--- src/rtl/cache_line_writeback.sv ---
// Dirty-line writeback engine: drains one cache line from line storage as a
// single AXI4 INCR write burst and reports the B response to the controller.
module cache_line_writeback #(
    parameter int unsigned CACHE_LINE_WIDTH = 6,
    parameter int unsigned TAG_WIDTH        = 18,
    parameter int unsigned INDEX_WIDTH      = 8,
    parameter logic [3:0]  AXI_ID           = 4'd1
) (
    input  logic                        clk,
    input  logic                        rst,

    input  logic                        wb_req,
    input  logic [TAG_WIDTH-1:0]        wb_tag,
    input  logic [INDEX_WIDTH-1:0]      wb_index,
    output logic                        wb_ready,
    output logic                        wb_done,
    output logic                        wb_error,

    output logic [CACHE_LINE_WIDTH-3:0] line_rd_off,
    input  logic [31:0]                 line_rd_data,

    output logic [3:0]                  awid,
    output logic [31:0]                 awaddr,
    output logic [7:0]                  awlen,
    output logic [2:0]                  awsize,
    output logic [1:0]                  awburst,
    output logic                        awvalid,
    input  logic                        awready,

    output logic [31:0]                 wdata,
    output logic [3:0]                  wstrb,
    output logic                        wlast,
    output logic                        wvalid,
    input  logic                        wready,

    input  logic [3:0]                  bid,
    input  logic [1:0]                  bresp,
    input  logic                        bvalid,
    output logic                        bready
);

    localparam int unsigned OFF_W     = CACHE_LINE_WIDTH - 2;
    localparam int unsigned NUM_WORDS = 1 << OFF_W;
    localparam logic [OFF_W-1:0] LAST_BEAT = OFF_W'(NUM_WORDS - 1);

    localparam logic [1:0] ST_IDLE = 2'd0;
    localparam logic [1:0] ST_ADDR = 2'd1;
    localparam logic [1:0] ST_DATA = 2'd2;
    localparam logic [1:0] ST_RESP = 2'd3;

    logic [1:0]             state_q,  state_nxt;
    logic [OFF_W-1:0]       cnt_q,    cnt_nxt;
    logic [TAG_WIDTH-1:0]   tag_q,    tag_nxt;
    logic [INDEX_WIDTH-1:0] index_q,  index_nxt;

    logic ready_nxt;
    logic done_nxt;
    logic error_nxt;
    logic awvalid_nxt;
    logic wvalid_nxt;
    logic wlast_nxt;
    logic bready_nxt;

    // bid and the low bresp bit carry nothing this engine acts on
    logic unused_inputs;
    assign unused_inputs = ^{bid, bresp[0]};

    // Constant burst shape and address built from the latched line identity
    assign awid    = AXI_ID;
    assign awaddr  = {tag_q, index_q, CACHE_LINE_WIDTH'(0)};
    assign awlen   = 8'(NUM_WORDS - 1);
    assign awsize  = 3'b010;
    assign awburst = 2'b01;
    assign wstrb   = 4'hF;

    // Storage read port follows the beat counter; data is passed straight through
    assign line_rd_off = cnt_q;
    assign wdata       = line_rd_data;

    // Next-state, beat counter and registered-output decode
    always_comb begin
        state_nxt = state_q;
        cnt_nxt   = cnt_q;
        tag_nxt   = tag_q;
        index_nxt = index_q;
        done_nxt  = 1'b0;
        error_nxt = 1'b0;

        case (state_q)
            ST_IDLE: begin
                if (wb_req) begin
                    tag_nxt   = wb_tag;
                    index_nxt = wb_index;
                    cnt_nxt   = '0;
                    state_nxt = ST_ADDR;
                end
            end
            ST_ADDR: begin
                if (awready) begin
                    state_nxt = ST_DATA;
                end
            end
            ST_DATA: begin
                if (wready) begin
                    cnt_nxt = cnt_q + OFF_W'(1);
                    if (cnt_q == LAST_BEAT) begin
                        state_nxt = ST_RESP;
                    end
                end
            end
            ST_RESP: begin
                if (bvalid) begin
                    done_nxt  = 1'b1;
                    error_nxt = bresp[1];
                    state_nxt = ST_IDLE;
                end
            end
            default: begin
                state_nxt = ST_IDLE;
            end
        endcase

        ready_nxt   = (state_nxt == ST_IDLE);
        awvalid_nxt = (state_nxt == ST_ADDR);
        wvalid_nxt  = (state_nxt == ST_DATA);
        bready_nxt  = (state_nxt == ST_RESP);
        wlast_nxt   = (state_nxt == ST_DATA) && (cnt_nxt == LAST_BEAT);
    end

    // State, datapath and output registers
    always_ff @(posedge clk or negedge rst) begin
        if (!rst) begin
            state_q  <= ST_IDLE;
            cnt_q    <= '0;
            tag_q    <= '0;
            index_q  <= '0;
            wb_ready <= 1'b1;
            wb_done  <= 1'b0;
            wb_error <= 1'b0;
            awvalid  <= 1'b0;
            wvalid   <= 1'b0;
            wlast    <= 1'b0;
            bready   <= 1'b0;
        end else begin
            state_q  <= state_nxt;
            cnt_q    <= cnt_nxt;
            tag_q    <= tag_nxt;
            index_q  <= index_nxt;
            wb_ready <= ready_nxt;
            wb_done  <= done_nxt;
            wb_error <= error_nxt;
            awvalid  <= awvalid_nxt;
            wvalid   <= wvalid_nxt;
            wlast    <= wlast_nxt;
            bready   <= bready_nxt;
        end
    end

endmodule

--- config.mk ---
export PLATFORM = sky130hd
export DESIGN_NAME = cache_line_writeback
export DESIGN_NICKNAME = d
export VERILOG_FILES = /design/src/rtl/cache_line_writeback.sv
export SDC_FILE = /design/constraint.sdc
export NUM_CORES = 1
export LEC_CHECK = 0
export ABC_AREA = 1
export BUFFER_PORTS_ARGS = -buffer_cell sky130_fd_sc_hd__buf_2
export CAP_MARGIN = 20
export CELL_PAD_IN_SITES_DETAIL_PLACEMENT = 0
export CELL_PAD_IN_SITES_GLOBAL_PLACEMENT = 1
export CORE_ASPECT_RATIO = 1.1
export CORE_UTILIZATION = 29
export DETAILED_ROUTE_END_ITERATION = 16
export GPL_TIMING_DRIVEN = 0
export PLACE_DENSITY_LB_ADDON = 0.08
export SLEW_MARGIN = 20
export SYNTH_ARGS = -nofsm -noshare
export SYNTH_HDL_FRONTEND = slang
export SYNTH_SLANG_ARGS = --single-unit
--- constraint.sdc ---
create_clock -name clk -period 2.2 [get_ports clk]
set_input_delay 0.11 -clock clk [delete_from_list [all_inputs] [get_ports clk]]
set_output_delay 0.11 -clock clk [all_outputs]
set_load 0.01 [all_outputs]
==> flow_summary.toml <==
[run_status]
outcome = "finished, final reports clean"

[place]
hpwlAfterDp_um = 3280
post-place-ws_ns = 0.766
numPortBuffers = 101
gp_congestion = 0.747

[floorplan]
core_area_um2 = 6710
fp-row-count = 31
die_x_um = 82.2
pin_count = 166
initial_core_util = 0.306
die_h_um = 90.3
die_area_um2 = 7420

[setup_path]
required_ns = 2.37
cp.buffers_inverters = 2
crit_arrival_ns = 1.58
setup.worst_path.end = "tag_q[15]"
path_delay_family = "flip-flops"
path_cells = "nor2_2, nand2_1, buf_6, buf_6, mux2_4"
cp-end-kind = "flop"
crit_fanout = 10
r2r_cells = 5
path_class = "reg -> reg"
cpMaxStageDelayCell = "dfrtp_1"
rr_endpoint = "tag_q[15]"
rrSetupSlack_ns = 0.79
worst-path-stages = 5
critPathLaunchType = "flop"
regToRegStartpoint = "state_q[1]"
crit_top_cell = "buf_6"
startpoint = "state_q[1]"
cp_slowest_stage_delay_ns = 0.46

[yosys]
netlist_area_um2 = 2050
synth_top_area_share = 0.463
synthCells = 193
synth-main-ff-cell = "dfrtp_1"
synth-seq-cells = 39
yosys-top-cells-count = "buf_4, dfrtp_1, nand2_1"
synthArstFlopShare = 1.00
synth.area.top_cells = "dfrtp_1, buf_4, mux2_2"
syn_avg_cell_area_um2 = 10.6
yosysUniqueCellTypes = 20
synth-edff-count = 0
ys_warn_count = 0
synth_area_leader_cell = "dfrtp_1"
ys_seq_area_frac = 0.476
post-synth-top-count-cell = "buf_4"

[power]
ir_worst_vdd_uv = 410
p_leak_nw = 1.64
powerDensity_nw_per_um2 = 1070
power_mw = 3.06

[timing]
tns_ns = 0
finClkSkew_ns = 0.0100
rsz0062_at_grt = "false"
slew_headroom = 0.426
fmax_mhz = 707
layout_setup_ws_ns = 0.785
finalCritPeriodShare = 0.643
setup_violations = 0
final_hold_viol_count = 0
slew_viol_final = 0
tightest_slew_ns = 0.862
min_period_ns = 1.41

[clock_tree]
cts_tree = "yes"
worstSkewPairLatency_ns = 0.29
cts_buffers = 5
htree_levels = 2
cts_root_buffer = "clkbuf_8"
cts_max_path_buffers = 2
cts_setup_buffers = 0
cts_resized = 0
clock_sinks = 39
path_clk_slew_ns = 0.07

[grt]
gr-usage-all-layers = 0.113
antenna_found_initial = 0
overflow = 0
grt_pass1_vias = 1437
grt_pass1_wl_um = 6300
grt_max_degree = 40

[routing]
via_per_inst = 3.91
wl_per_cell_um = 10.1
route.vias.total = 1605
route.detailed.drc = 0
drt_pass1_iterations = 4
wirelength_um = 4120
drt_iter0_markers = 32
ant_nets = 0

[cells_and_area]
drive_gt1_frac = 0.610
fin_nets = 398
fin_util = 0.427
diodes = 0
syn_to_final_growth_pct = 39.5

[job]
drv_cap = 0

[worst_hold_path]
min_path_type = "in -> reg"
[worst min-delay path, stage by stage]
cell and delay [ns]:
buf_2 0.09, nand2_1 0.05, nor2_1 0.03
[area by class of cell]
cell class                      instances  area, µm²
Fill cell                             664       3840
Sequential cell                        39        977
Multi-Input combinational cell        106        658
Timing Repair Buffer                  102        515
Buffer                                 62        470
Tap cell                               82        103
Clock buffer                            8        100
Inverter                               11       41.3
[registers in the layout, indices dropped and copies added (netlist names)]
name         cells
awvalid          1
bready           1
index_q          8
line_rd_off      4
state_q          2
tag_q           18
wb_done          1
wb_error         1
wb_ready         1
wlast            1
wvalid           1
[metal layers]
metal / track usage / vias up / wire length, µm
met5: 0 / - / 0
li1: - / 792 / -
met4: 0.0526 / 0 / 89
met2: 0.198 / 117 / 1940
met3: 0.0424 / 8 / 579
met1: 0.115 / 688 / 1510
[logic make-up (layout without fill, tap and decap cells)]
family	Yosys count	after routing	synth area share
AO/OA/AOI/OAI	6	6	0.0177
adder cells (fa/ha/maj)	1	1	0.00609
buffers and inverters	73	183	0.249
flip-flops	39	39	0.476
multiplexers	26	26	0.155
other	2	27	0.00366
AND/OR/NAND/NOR	46	46	0.0920
[through the flow]
step	hold slack, ns	instance area [µm²]	instances
6_report	0.0393	2870	410
2_1_floorplan	-0.186	2150	218
3_3_place_gp	0.283	2760	401
4_1_cts	0.0259	2870	410
5_1_grt	0.0357	2870	410
3_5_place_dp	0.280	2760	401
[how the worst min path moves through the flow]
stage                         start   endpoint  cells after the start
after floorplan                 rst    awvalid                      0
after global placement          rst   tag_q[7]                      1
after detailed placement        rst  tag_q[17]                      1
after CTS                  bresp[1]   wb_error                      3
after global routing      wb_tag[0]   tag_q[0]                      2
final                      bresp[1]   wb_error                      3
[layout by cell type (no fill, tap or decap)]
cell,n
inv_1,9
conb_1,27
dfrtp_1,38
clkbuf_8,7
buf_6,2
buf_2,102
nand2_1,23
mux2_4,7
a21oi_1,3
clkbuf_1,1
buf_4,59
ha_1,1
dlygate4sd3_1,1
mux2_2,19
inv_2,2
o21bai_1,1
or2_1,1
nor2_1,12
nand3_1,9
nor2_2,1
dfstp_2,1
o21ai_1,1
o41ai_1,1
[power breakdown]
group | internal (mW) | switching (mW) | total, mW
Combinational | 0.693 | 0.634 | 1.33
Sequential | 1.04 | 0.171 | 1.21
Clock | 0.286 | 0.237 | 0.523
Total | 2.02 | 1.04 | 3.06
[repair_timing]
action | CTS | global route
hold endpoints to repair | 38 | 0
hold buffers | 1 | 0
setup endpoints to repair | 0 | 0
Power figures use the tool's default switching activity.
